--- src/rtl/hc_pkg.sv ---
// hc_pkg: shared definitions for the HC154-style line driver and its bench.
//   LINES         - number of active-low output lines (16)
//   CODE_W        - width of a line code (4)
//   state_e       - driver FSM states (IDLE, DRIVE, GAP)
//   line_onehot_n - 16-bit active-low vector with only line `code` low
package hc_pkg;

  localparam int LINES  = 16;
  localparam int CODE_W = 4;

  typedef enum logic [1:0] {
    IDLE  = 2'd0,
    DRIVE = 2'd1,
    GAP   = 2'd2
  } state_e;

  function automatic logic [LINES-1:0] line_onehot_n(input logic [CODE_W-1:0] code);
    logic [LINES-1:0] v;
    v       = {LINES{1'b1}};
    v[code] = 1'b0;
    return v;
  endfunction

endpackage

--- src/rtl/hc154_decode.sv ---
// hc154_decode: combinational 4-to-16 active-low decoder with enable.
//   en_i     - 1 = drive the selected line low, 0 = all lines high
//   code_i   - line number 0..15
//   hi_n_o   - active-low lines 8..15 (line k on bit k-8)
//   lo_n_o   - active-low lines 0..7  (line k on bit k)
module hc154_decode
  import hc_pkg::*;
(
  input  logic              en_i,
  input  logic [CODE_W-1:0] code_i,
  output logic [7:0]        hi_n_o,
  output logic [7:0]        lo_n_o
);

  logic [LINES-1:0] lines_n_s;

  // Select one low line when enabled, otherwise keep every line released.
  always_comb begin
    lines_n_s = {LINES{1'b1}};
    if (en_i) begin
      lines_n_s = line_onehot_n(code_i);
    end else begin
      lines_n_s = {LINES{1'b1}};
    end
  end

  assign hi_n_o = lines_n_s[15:8];
  assign lo_n_o = lines_n_s[7:0];

endmodule

--- src/rtl/hc154_line_driver.sv ---
// hc154_line_driver: accepts a 4-bit line code over valid/ready, pulses the
// matching active-low line for HOLD_CYCLES, then holds every line high for
// GAP_CYCLES before accepting again. Codes above MAX_CODE raise a one-cycle Err.
//   CLK        - clock, rising edge
//   RESETn     - asynchronous active-low reset
//   EI         - active-low enable; high aborts any pulse and blocks accepts
//   Code/Valid - request; accepted when Valid and Ready are both high at an edge
//   Ready      - high only in IDLE while EI is low
//   DataOut    - active-low lines 8..15, DataOut_0 - active-low lines 0..7
//   Busy       - high during DRIVE and GAP
//   Err        - one-cycle pulse after accepting an out-of-range code
// All outputs come straight from flops.
module hc154_line_driver
  import hc_pkg::*;
#(
  parameter int unsigned HOLD_CYCLES = 4,
  parameter int unsigned GAP_CYCLES  = 2,
  parameter int unsigned MAX_CODE    = 9,
  parameter int unsigned CNT_W       = 8
) (
  input  logic              CLK,
  input  logic              RESETn,
  input  logic              EI,
  input  logic [CODE_W-1:0] Code,
  input  logic              Valid,
  output logic              Ready,
  output logic [7:0]        DataOut,
  output logic [7:0]        DataOut_0,
  output logic              Busy,
  output logic              Err
);

  // Elaboration-time parameter legality.
  if (HOLD_CYCLES < 32'd1 || HOLD_CYCLES >= (32'd1 << CNT_W)) begin : g_bad_hold
    $error("HOLD_CYCLES must be in 1 .. 2**CNT_W-1");
  end
  if (GAP_CYCLES >= (32'd1 << CNT_W)) begin : g_bad_gap
    $error("GAP_CYCLES must be below 2**CNT_W");
  end
  if (MAX_CODE > 32'd15) begin : g_bad_max
    $error("MAX_CODE must be in 0 .. 15");
  end

  localparam logic [CNT_W-1:0] HOLD_LOAD = CNT_W'(HOLD_CYCLES - 32'd1);
  localparam logic [CNT_W-1:0] GAP_LOAD  =
    (GAP_CYCLES == 32'd0) ? {CNT_W{1'b0}} : CNT_W'(GAP_CYCLES - 32'd1);
  localparam bit               HAS_GAP   = (GAP_CYCLES != 32'd0);
  // One bit wider than Code so MAX_CODE = 15 is not a degenerate compare.
  localparam logic [CODE_W:0]  MAX_W     = (CODE_W + 1)'(MAX_CODE);

  state_e            state_q, state_d;
  logic [CNT_W-1:0]  cnt_q, cnt_d;
  logic [CODE_W-1:0] code_q, code_d;
  logic              ready_q, ready_d;
  logic              busy_q, busy_d;
  logic              err_q, err_d;
  logic [7:0]        hi_n_q, lo_n_q;
  logic [7:0]        hi_n_s, lo_n_s;
  logic              accept_s;
  logic              code_over_s;

  assign accept_s    = Valid & ready_q;
  assign code_over_s = ({1'b0, Code} > MAX_W);

  // Next-state, counter, captured code and status flags.
  always_comb begin
    state_d = state_q;
    cnt_d   = cnt_q;
    code_d  = code_q;
    err_d   = 1'b0;
    if (EI) begin
      // Disable aborts immediately; the interrupted pulse is dropped.
      state_d = IDLE;
      cnt_d   = {CNT_W{1'b0}};
    end else begin
      case (state_q)
        IDLE: begin
          if (accept_s) begin
            code_d = Code;
            if (code_over_s) begin
              err_d = 1'b1;
            end else begin
              state_d = DRIVE;
              cnt_d   = HOLD_LOAD;
            end
          end else begin
            state_d = IDLE;
          end
        end
        DRIVE: begin
          if (cnt_q == {CNT_W{1'b0}}) begin
            if (HAS_GAP) begin
              state_d = GAP;
              cnt_d   = GAP_LOAD;
            end else begin
              state_d = IDLE;
              cnt_d   = {CNT_W{1'b0}};
            end
          end else begin
            cnt_d = cnt_q - CNT_W'(1);
          end
        end
        GAP: begin
          if (cnt_q == {CNT_W{1'b0}}) begin
            state_d = IDLE;
          end else begin
            cnt_d = cnt_q - CNT_W'(1);
          end
        end
        default: begin
          state_d = IDLE;
          cnt_d   = {CNT_W{1'b0}};
        end
      endcase
    end
    ready_d = (state_d == IDLE) && !EI;
    busy_d  = (state_d != IDLE);
  end

  // Lines are decoded from the next state so the pulse starts on the accept edge.
  hc154_decode u_decode (
    .en_i   (state_d == DRIVE),
    .code_i (code_d),
    .hi_n_o (hi_n_s),
    .lo_n_o (lo_n_s)
  );

  // State and output registers; reset releases every line at once.
  always_ff @(posedge CLK or negedge RESETn) begin
    if (!RESETn) begin
      state_q <= IDLE;
      cnt_q   <= {CNT_W{1'b0}};
      code_q  <= {CODE_W{1'b0}};
      ready_q <= 1'b0;
      busy_q  <= 1'b0;
      err_q   <= 1'b0;
      hi_n_q  <= 8'hFF;
      lo_n_q  <= 8'hFF;
    end else begin
      state_q <= state_d;
      cnt_q   <= cnt_d;
      code_q  <= code_d;
      ready_q <= ready_d;
      busy_q  <= busy_d;
      err_q   <= err_d;
      hi_n_q  <= hi_n_s;
      lo_n_q  <= lo_n_s;
    end
  end

  assign Ready     = ready_q;
  assign Busy      = busy_q;
  assign Err       = err_q;
  assign DataOut   = hi_n_q;
  assign DataOut_0 = lo_n_q;

endmodule

--- config.mk ---
export PLATFORM = sky130hd
export DESIGN_NAME = hc154_line_driver
export DESIGN_NICKNAME = d
export VERILOG_FILES = /design/src/rtl/hc_pkg.sv /design/src/rtl/hc154_decode.sv /design/src/rtl/hc154_line_driver.sv
export SDC_FILE = /design/constraint.sdc
export NUM_CORES = 1
export LEC_CHECK = 0
export CORE_UTILIZATION = 50
export CTS_BUF_LIST = sky130_fd_sc_hd__clkbuf_4 sky130_fd_sc_hd__clkbuf_8
export DETAILED_ROUTE_END_ITERATION = 6
export HOLD_SLACK_MARGIN = 0.1
export PLACE_DENSITY = 0.78
export SLEW_MARGIN = 20
export SYNTH_ARGS = -nofsm -noshare
export SYNTH_HDL_FRONTEND = slang
export SYNTH_SLANG_ARGS = --single-unit
export TNS_END_PERCENT = 100
--- constraint.sdc ---
create_clock -name CLK -period 1.93 [get_ports CLK]
set_input_delay 0.386 -clock CLK [delete_from_list [all_inputs] [get_ports CLK]]
set_output_delay 0.386 -clock CLK [all_outputs]
set_load 0.01 [all_outputs]
==> results of run 1 <==
[where the power goes]
group / internal [mW] / switching, mW
Sequential: 0.826 / 0.114
Combinational: 0.549 / 0.617
Clock: 0.138 / 0.253
Total: 1.51 / 0.984
[kinds of logic after synthesis]
kind of cell             after synthesis
adder cells (fa/ha/maj)                2
XOR/XNOR                               1
multiplexers                          17
AO/OA/AOI/OAI                         36
AND/OR/NAND/NOR                       54
buffers and inverters                 14
flip-flops                            33
[cells in the mapped netlist]
cell type / number / area share [%]
or2_1: 1 / 0.36
buf_4: 1 / 0.43
buf_6: 3 / 1.9
mux2_2: 6 / 3.8
nor4_1: 1 / 0.36
dfrtp_1: 17 / 24
a41oi_1: 1 / 0.50
and3_1: 1 / 0.36
mux2i_1: 6 / 3.4
buf_12: 1 / 1.1
ha_1: 2 / 1.4
a211oi_2: 1 / 0.71
o21a_1: 1 / 0.43
nor3_1: 2 / 0.57
a21o_1: 1 / 0.43
a211oi_1: 3 / 1.3
o22a_1: 1 / 0.50
a2111oi_0: 3 / 1.5
nand2b_1: 8 / 2.8
a21oi_1: 3 / 0.85
a31oi_1: 2 / 0.71
o21ai_4: 1 / 0.93
o21ai_1: 1 / 0.28
nand2_1: 5 / 1.1
buf_2: 1 / 0.28
o21bai_1: 5 / 2.1
or3b_2: 1 / 0.50
inv_1: 5 / 1.1
dfstp_2: 16 / 24
o21ai_0: 10 / 2.8
nor2b_1: 1 / 0.36
mux2i_4: 5 / 6.4
a2bb2oi_1: 1 / 0.50
nor2_1: 10 / 2.1
o211ai_1: 1 / 0.43
nor3b_1: 1 / 0.43
or3_1: 3 / 1.1
xnor2_1: 1 / 0.50
nand3_1: 17 / 4.8
clkbuf_1: 2 / 0.43
or4_1: 3 / 1.3
buf_1: 1 / 0.21
o41a_1: 1 / 0.64
[through the flow]
| step | setup TNS [ns] | power [mW] | area [sq um] | hold WS [ns] |
|---|---|---|---|---|
| after floorplan | 0 | 1.726 | 1758 | 0.09041 |
| after global placement | -5.459 | 2.008 | 2162 | 0.5616 |
| after detailed placement | -6.019 | 2.057 | 2162 | 0.5634 |
| after CTS | 0 | 2.461 | 2216 | 0.4488 |
| after global routing | 0 | 2.671 | 2231 | 0.4683 |
| final | 0 | 2.497 | 2231 | 0.4372 |
[repair_timing]
action / in CTS / in global routing
setup endpoints to repair: 2 / 8
resized for setup: 1 / 5
pin swaps: 0 / 1
[worst max path at each step]
stage	end	cells past startpoint	startpoint	slack (ns)
finish	DataOut_0[5]$_DFF_PN1_	7	Code[2]	0.05
global route	DataOut_0[5]$_DFF_PN1_	7	Code[2]	0.02
CTS	cnt_q[5]$_DFFE_PN0P_	6	cnt_q[0]$_DFFE_PN0P_	0.003
detailed placement	cnt_q[5]$_DFFE_PN0P_	5	Code[2]	-0.30
global placement	cnt_q[5]$_DFFE_PN0P_	5	Code[2]	-0.29
floorplan	cnt_q[5]$_DFFE_PN0P_	7	cnt_q[0]$_DFFE_PN0P_	0.14
[worst max-delay path: stages]
cell and delay [ns]:
clkdlybuf4s50_1 0.43, buf_4 0.17, o21a_1 0.22, or3_1 0.33
a211oi_2 0.23, buf_4 0.23, nand3_1 0.13
[sequential cells by signal, indices dropped and copies added, names as in the netlist]
register,cells
Busy,1
code_q,4
DataOut,8
DataOut_0,8
state_q,2
cnt_q,8
Ready,1
Err,1
[final cells by class]
cell class | instances | share of cell area (%)
tap | 46 | 2.580
sequential | 33 | 37.91
clock buffer | 5 | 1.683
clock inverter | 3 | 0.7291
inverter | 5 | 0.8413
timing repair buffer | 46 | 18.96
multi-input combinational | 110 | 37.30
[per-layer routing]
layer | GRT usage, % | up-vias | wire length (um)
li1 | - | 663 | -
met1 | 31.19 | 667 | 1697
met2 | 38.51 | 33 | 1935
met3 | 7.143 | 6 | 140
met4 | 8.766 | 0 | 51
met5 | 0 | - | 0
==> impl_metrics.tcl, run 1 <==
set metrics [dict create \
    antenna_found_initial 0 \
    fmax_mhz 532.7 \
    synth_simple_gate_area_share_pct 16.16 \
    stdcell_count 248 \
    area_delta_synth_final_pct 26.90 \
    nets 211 \
    wirelength_mm 3.824 \
    r2r-end "cnt_q[6]$_DFFE_PN0P_" \
    finalCritPeriodShare_pct 97.26 \
    min_path_type "in2async" \
    numCtsBuffers 5 \
    dr.first_iter.drc_count 47 \
    min_period_ns 1.877 \
    grt_max_degree 34 \
    synth_top_family_by_area "simple AND/OR/NAND/NOR gates" \
    clock_sinks 33 \
    drc 0 \
    synthesis.area_sq_mm 0.001758 \
    viasPerCell 5.520 \
    worst_clock_skew_ns 0.005698 \
    place_congestion 0.8696 \
    die_h_um 61.30 \
    ir_worst_vdd_uv 772.0 \
    max_cap_violations 0 \
    dp_cells 240 \
    diodes 0 \
    synth_fa_ha_area_share_pct 1.423 \
    cp-start-kind "input port" \
    cts_tree "done" \
    io_pins 27 \
    slew_headroom_pct 66.21 \
    cts.htree.levels 2 \
    drt_pass1_iterations 6 \
    cp_max_fo 17 \
    p_leak_nw 0.8987 \
    port_buffers 26 \
    cts_setup_buffers 0 \
    worstPathArrival_ns 2.14 \
    avgRoutedWirePerCell_um 15.42 \
    drtAntennaViolNets 0 \
    synthMuxAreaShare_pct 13.67 \
    dpl.hpwl_mm 2.793 \
    initial_core_util_pct 52.27 \
    drive_above_1_share_pct 29.70 \
    synth.ff_latch_count 33 \
    mostFrequentLayoutCells "clkdlybuf4s50_1, buf_4, dfrtp_1, nand3_1, dfstp_2" \
    layout_setup_ws_ns 0.05279 \
    synth_cell_types 43 \
    r2r_setup_slack_ns 0.11 \
    path_class "in2reg" \
    fillers 283 \
    grt_pass1_wl_mm 6.210 \
    reg2reg_depth 6 \
    crit_required_ns 2.19 \
    hold_viol_final 0 \
    rsz0062_at_grt "false" \
    status "completed" \
    power_density_mw_per_mm2 1119 \
    overflow 0 \
    final_common_cell "clkdlybuf4s50_1" \
    cts_buffer_depth 2 \
    utilization_pct 66.33 \
    coreArea_sq_mm 0.003363 \
    cts-root-buf "clkbuf_4" \
    syn_nets 167 \
    clkTransAtPathRegs_ns 0.11 \
    grt.total_usage_pct 24.09 \
    finalSetupViolations 0 \
    synthXorXnorAreaFrac_pct 0.4982 \
    ctsHoldBuffers 0 \
    regArea_sq_um 845.8 \
    cp-end-kind "flop" \
    synth_compound_area_share_pct 14.66 \
    dieArea_sq_mm 0.003757 \
    final-max-slew-violation-count 0 \
    fp.dieW_um 61.30 \
    rows 21 \
    r2r-start "cnt_q[0]$_DFFE_PN0P_" \
    dpl_worst_slack_ns -0.3013 \
    multi_input_area_sq_um 832.0 \
    syn-instance-count 157 \
    synth_area_per_cell_sq_um 11.20 \
    tightest_slew_ns 0.5003 \
    yosys_warnings 0 \
    yosysSeqAreaShare_pct 48.11 \
    insertion_delay_ns 0.34 \
    grt_pass1_vias 1297 \
    vias 1369 \
]
(Power assumes the default switching activity.)
==> run 2: changes to the inputs <==
--- a/config.mk
+++ b/config.mk
@@ -5,9 +5,10 @@
 export SDC_FILE = /design/constraint.sdc
 export NUM_CORES = 1
 export LEC_CHECK = 0
-export CORE_UTILIZATION = 50
+export CORE_UTILIZATION = 59
 export CTS_BUF_LIST = sky130_fd_sc_hd__clkbuf_4 sky130_fd_sc_hd__clkbuf_8
 export DETAILED_ROUTE_END_ITERATION = 6
+export DONT_BUFFER_PORTS = 1
 export HOLD_SLACK_MARGIN = 0.1
 export PLACE_DENSITY = 0.78
 export SLEW_MARGIN = 20
==> run 2 against run 1 <==
Flip-flop and latch count did not move. Via count fell by 6.6%. Cell count is 18% lower. Critical path type is now reg2reg. Critical endpoint is now cnt_q[4]$_DFFE_PN0P_. Largest cell class is now multi-input gates. Highest routed layer unchanged.
==> impl_metrics.tcl, run 2 (same netlist as run 1, synthesis figures left out) <==
set metrics [dict create \
    min_period_ns 1.829 \
    hold_viol_final 0 \
    finalCritPeriodShare_pct 94.77 \
    cts-root-buf "clkbuf_4" \
    reg2reg_depth 6 \
    crit_family "compound AO/OA/AOI/OAI gates" \
    hold_start "EI" \
    diodes 0 \
    fillers 195 \
    stdcell_count 203 \
    worst-path-buf-inv 2 \
    regArea_sq_um 845.8 \
    hold_path_end "state_q[0]$_DFF_PN0_" \
    worstPathArrival_ns 2.09 \
    cp_slowest_cell "o41a_1" \
    grt_pass1_vias 1287 \
    r2r-start "cnt_q[0]$_DFFE_PN0P_" \
    clock_sinks 33 \
    grt.total_usage_pct 24.67 \
    tightest_slew_ns 0.6104 \
    initial_core_util_pct 63.20 \
    cts_buffer_depth 2 \
    mostFrequentLayoutCells "dfrtp_1, nand3_1, dfstp_2" \
    cts_tree "done" \
    path_class "reg2reg" \
    viasPerCell 6.300 \
    multi_input_area_sq_um 859.6 \
    wirelength_mm 3.536 \
    placed_cell_area_sq_mm 0.001823 \
    insertion_delay_ns 0.34 \
    power_switching_share_pct 37.83 \
    power_frac_clock_pct 20.6 \
    groute.layer.met1.usage_pct 33.33 \
    grtUsageMet3_pct 5.530 \
    combPwrFrac_pct 42.0 \
    layout_setup_ws_ns 0.1010 \
    p_leak_nw 0.7769 \
    dpl.hpwl_mm 2.424 \
    r2r-end "cnt_q[4]$_DFFE_PN0P_" \
    ir_worst_vdd_uv 944.7 \
    slew_headroom_pct 58.77 \
    internal_power_mw 1.607 \
    cp_slowest_stage_delay_ns 0.45 \
    area_delta_synth_final_pct 13.17 \
    tns_ns 0 \
    p_seq_share_pct 37.4 \
    drtAntennaViolNets 0 \
    final-max-slew-violation-count 0 \
    dp_cells 191 \
    io_pins 27 \
    cp-startpoint "cnt_q[0]$_DFFE_PN0P_" \
    cp_max_fo 3 \
    crit_chain "inv_1, ha_1, inv_1, o41a_1, a211oi_1, mux2i_1" \
    fin_area_sq_mm 0.001989 \
    rows 19 \
    rsz0062_at_grt "true" \
    grt_most_used_layer "met2" \
    status "completed" \
    r2r_setup_slack_ns 0.10 \
    die_h_um 56.59 \
    min_path_type "in2reg" \
    drive_above_1_share_pct 32.56 \
    clkTransAtPathRegs_ns 0.11 \
    antenna_found_initial 0 \
    drt_pass1_iterations 4 \
    max_cap_violations 0 \
    port_buffers 0 \
    nets 181 \
    fmax_mhz 546.7 \
    grt_use_met2_pct 39.33 \
    finalSetupViolations 0 \
    coreArea_sq_mm 0.002781 \
    p_sw_mw 0.9779 \
    grt_pass1_wl_mm 6.023 \
    cp-start-kind "flop" \
    overflow 0 \
    avgRoutedWirePerCell_um 17.42 \
    cp-end-kind "flop" \
    power_density_mw_per_mm2 1299 \
    dpl_worst_slack_ns -0.1196 \
    utilization_pct 71.53 \
    holdPathStages 1 \
    grt_max_degree 34 \
    dr.first_iter.drc_count 69 \
    critical_path.most_common_cell "inv_1" \
    dieArea_sq_mm 0.003202 \
    numCtsBuffers 5 \
    cts.htree.levels 2 \
    drc 0 \
    place_congestion 0.8302 \
    crit_required_ns 2.19 \
    worst_clock_skew_ns 0.007421 \
    vias 1279 \
    fp.dieW_um 56.59 \
]
-- run 2: power by group through the flow --
stage	logic (mW)	clock network (mW)	registers, mW
after floorplan	0.783	0	0.943
after global placement	0.932	0	0.956
after detailed placement	0.961	0	0.968
after CTS	0.997	0.538	0.959
after global routing	1.20	0.566	0.990
final	1.09	0.532	0.968
-- run 2: worst max path at each step --
stage / end / slack, ns / cells past startpoint
finish: cnt_q[4]$_DFFE_PN0P_ / 0.10 / 6
global placement: DataOut[2]$_DFF_PN1_ / -0.05 / 6
detailed placement: DataOut_0[1]$_DFF_PN1_ / -0.12 / 6
global route: cnt_q[5]$_DFFE_PN0P_ / -0.07 / 6
floorplan: cnt_q[5]$_DFFE_PN0P_ / 0.14 / 7
CTS: DataOut_0[3]$_DFF_PN1_ / 0.03 / 6
-- run 2: repair_timing --
| item | CTS | global route |
|---|---|---|
| endpoints found under the setup margin | 18 | 22 |
| cloned | 0 | 1 |
| pin swaps | 0 | 2 |
| hold endpoints to repair | 36 | 0 |
| hold buffers | 3 | 0 |
| resized for setup | 2 | 7 |
| setup buffers | 0 | 0 |
-- run 2: area by class of cell --
type,instances,share of cell area (%)
multi-input cells,111,43.21
flip-flops and latches,33,42.52
repair buffers,15,7.170
clock inverters,3,2.327
well taps,31,1.950
clock buffers,5,1.887
inverters,5,0.9434
-- run 2: routing by layer --
layer | share of wire (%) | vias to the layer above
met3 | 6.3 | 7
met2 | 47 | 48
li1 | - | 601
met5 | 0 | -
met4 | 1.6 | 0
met1 | 45 | 623
-- run 2: worst register-to-register path: cells and delay by family (launching register included) --
family / cells / cell delay [ns]
flops: 1 / 0.40
compound gates: 2 / 0.76
fa+ha+maj: 1 / 0.20
mux: 1 / 0.22
buf+inv: 2 / 0.18
-- run 2: through the flow --
stage               total power, mW  hold slack (ns)
floorplan                     1.726          0.09041
global placement              1.888          0.09159
detailed placement            1.930          0.09155
CTS                           2.494           0.1496
global route                  2.754           0.1484
finish                        2.585           0.1597
==> run 3: changes to the inputs <==
--- a/config.mk
+++ b/config.mk
@@ -5,6 +5,7 @@
 export SDC_FILE = /design/constraint.sdc
 export NUM_CORES = 1
 export LEC_CHECK = 0
+export ABC_AREA = 1
 export CORE_UTILIZATION = 59
 export CTS_BUF_LIST = sky130_fd_sc_hd__clkbuf_4 sky130_fd_sc_hd__clkbuf_8
 export DETAILED_ROUTE_END_ITERATION = 6
==> run 3 against run 2 <==
Worst hold slack got worse by 0.020 ns. Worst setup slack better by 0.21 ns. Register-to-register slack better by 0.21 ns. Die area decreased by 5.9%. Cell count increased by 10%. Synthesized cell count is 18% higher. First-iteration DRC count down 54%. Non-clock buffer count decreased by 12. Final area shrank 10%. Clock power down 0.9%. Routed wire length decreased by 14%. Via count down 3.8%. Highest routed layer unchanged.
==> impl_metrics.tcl, run 3 <==
set metrics [dict create \
    synth_top_cell_by_area "dfrtp_1" \
    nets 203 \
    mostFrequentLayoutCells "nand2_1, nand3_1, inv_1" \
    async_flop_share_pct 100.0 \
    initial_core_util_pct 64.28 \
    multi_input_area_sq_um 668.1 \
    dieArea_sq_mm 0.003013 \
    synth_cell_types 25 \
    antenna_found_initial 0 \
    synth.ff_latch_count 33 \
    drtAntennaViolNets 0 \
    synth_area_per_cell_sq_um 8.873 \
    finalSetupViolations 0 \
    cp-start-kind "flop" \
    io_pins 27 \
    grt_max_degree 34 \
    reg2reg_depth 11 \
    cp-end-kind "flop" \
    synthesis.area_sq_mm 0.001650 \
    r2r-start "cnt_q[0]$_DFFE_PN0P_" \
    syn-instance-count 186 \
    final-max-slew-violation-count 0 \
    hold_start "EI" \
    synth_area_leaders "dfrtp_1, dfstp_2, nand3_1, nand2_1, inv_1" \
    place_congestion 0.8975 \
    port_buffers 0 \
    synth.top_cells.by_count "nand2_1, nand3_1, inv_1" \
    fin_area_sq_mm 0.001782 \
    worst-path-buf-inv 2 \
    numCtsBuffers 5 \
    cp_slowest_cell "dfrtp_1" \
    power_density_mw_per_mm2 1402 \
    wirelength_mm 3.045 \
    cts.htree.levels 2 \
    synth_edf_count 0 \
    tightest_slew_ns 0.4352 \
    crit_required_ns 2.18 \
    placed_cell_area_sq_mm 0.001668 \
    synth_flop_cell "dfrtp_1" \
    fillers 191 \
    grt_pass1_wl_mm 5.016 \
    worstPathArrival_ns 1.87 \
    drive_above_1_share_pct 27.84 \
    ir_worst_vdd_uv 910.1 \
    clkTransAtPathRegs_ns 0.11 \
    cp_max_fo 13 \
    rsz0062_at_grt "false" \
    worst_clock_skew_ns 0.004936 \
    cts_buffer_depth 2 \
    slew_headroom_pct 70.72 \
    dr.first_iter.drc_count 32 \
    r2r-end "cnt_q[5]$_DFFE_PN0P_" \
    max_cap_violations 0 \
    p_leak_nw 0.8504 \
    regArea_sq_um 845.8 \
    min_path_type "in2reg" \
    cts-root-buf "clkbuf_4" \
    grt_pass1_vias 1165 \
    r2r_setup_slack_ns 0.31 \
    cp_slowest_stage_delay_ns 0.40 \
    yosysSeqAreaShare_pct 51.25 \
    synth.most_common_cell "nand2_1" \
    die_h_um 54.89 \
    avgRoutedWirePerCell_um 13.59 \
    status "completed" \
    rows 18 \
    cts_setup_buffers 0 \
    cp-startpoint "cnt_q[0]$_DFFE_PN0P_" \
    yosys_warnings 0 \
    crit_chain "inv_1, ha_1, nand3_1, nor2_1, nand2_1, nand2_2, nand2_2, nand2_1, nand2_1, nand2_1, inv_1" \
    finalCritPeriodShare_pct 84.12 \
    path_class "reg2reg" \
    critical_path.most_common_cell "nand2_1" \
    syn_nets 196 \
    min_period_ns 1.623 \
    vias 1230 \
    cp_num_cells 11 \
    cts_resized 0 \
    overflow 0 \
    fmax_mhz 616.0 \
    dpl.hpwl_mm 2.238 \
    hold_viol_final 0 \
    synth_top_area_share_pct 25.78 \
    grt.total_usage_pct 24.82 \
    tns_ns 0 \
    clock_sinks 33 \
    fp.dieW_um 54.89 \
    drt_pass1_iterations 4 \
    final_common_cell "nand2_1" \
    viasPerCell 5.491 \
    coreArea_sq_mm 0.002567 \
    diodes 0 \
    critPathCapture "cnt_q[5]$_DFFE_PN0P_" \
    holdPathStages 1 \
    insertion_delay_ns 0.34 \
    cts_tree "done" \
    crit_family "simple AND/OR/NAND/NOR gates" \
    area_delta_synth_final_pct 7.961 \
    drc 0 \
]
run 3: kinds of logic (layout without fill, tap and decap cells):
family	count (synthesis)	after routing	share of synthesized area [%]
compound gates	16	16	7.126
fa+ha+maj	2	2	1.516
buf+inv	32	40	8.263
simple gates	102	102	31.31
xor+xnor	1	1	0.5308
flops	33	33	51.25
run 3: layer usage:
| layer | part of all wire, % | up-vias | track usage, % |
|---|---|---|---|
| met5 | 0 | - | 0 |
| li1 | - | 608 | - |
| met4 | 1.5 | 0 | 10.83 |
| met2 | 52 | 30 | 41.57 |
| met3 | 5.2 | 7 | 8.470 |
| met1 | 41 | 585 | 28.75 |
run 3: how the worst min path moves through the flow:
| stage | endpoint | slack (ns) |
|---|---|---|
| 2_1_floorplan | Busy$_DFF_PN0_ | 0.09 |
| 3_3_place_gp | Busy$_DFF_PN0_ | 0.09 |
| 3_5_place_dp | Busy$_DFF_PN0_ | 0.09 |
| 4_1_cts | state_q[0]$_DFF_PN0_ | 0.13 |
| 5_1_grt | state_q[0]$_DFF_PN0_ | 0.13 |
| 6_report | state_q[0]$_DFF_PN0_ | 0.14 |
run 3: worst register-to-register path: stages, from the launching register on:
cell     delay (ns)
dfrtp_1        0.40
inv_1          0.15
ha_1           0.19
nand3_1        0.08
nor2_1         0.15
nand2_1        0.08
nand2_2        0.08
nand2_2        0.17
nand2_1        0.11
nand2_1        0.05
nand2_1        0.05
inv_1          0.03
run 3: per-stage QoR:
step / std cells / total power [mW] / setup slack [ns] / hold WS [ns] / util [%]
3_3_place_gp: 214 / 1.922 / 0.4160 / 0.09097 / 64.96
6_report: 224 / 2.498 / 0.3066 / 0.1397 / 69.40
2_1_floorplan: 186 / 1.784 / 0.4757 / 0.09041 / -
3_5_place_dp: 214 / 1.959 / 0.3402 / 0.09101 / 64.96
5_1_grt: 224 / 2.700 / 0.1172 / 0.1309 / 69.40
4_1_cts: 224 / 2.516 / 0.3202 / 0.1286 / 69.40
run 3: power breakdown:
group / switching, mW / internal, mW
clock: 0.253 / 0.274
combinational: 0.740 / 0.335
sequential: 0.0843 / 0.812
run 3: area by class of cell:
| class | count | area share (%) |
|---|---|---|
| clock buffers | 5 | 2.107 |
| clock inverters | 3 | 2.598 |
| inverters | 29 | 6.110 |
| multi-input cells | 121 | 37.50 |
| flip-flops and latches | 33 | 47.47 |
| well taps | 30 | 2.107 |
| repair buffers | 3 | 2.107 |
run 3: what timing repair did:
item,CTS,global route
endpoints found under the hold margin,33,0
endpoints found under the setup margin,0,0
hold buffers,2,0
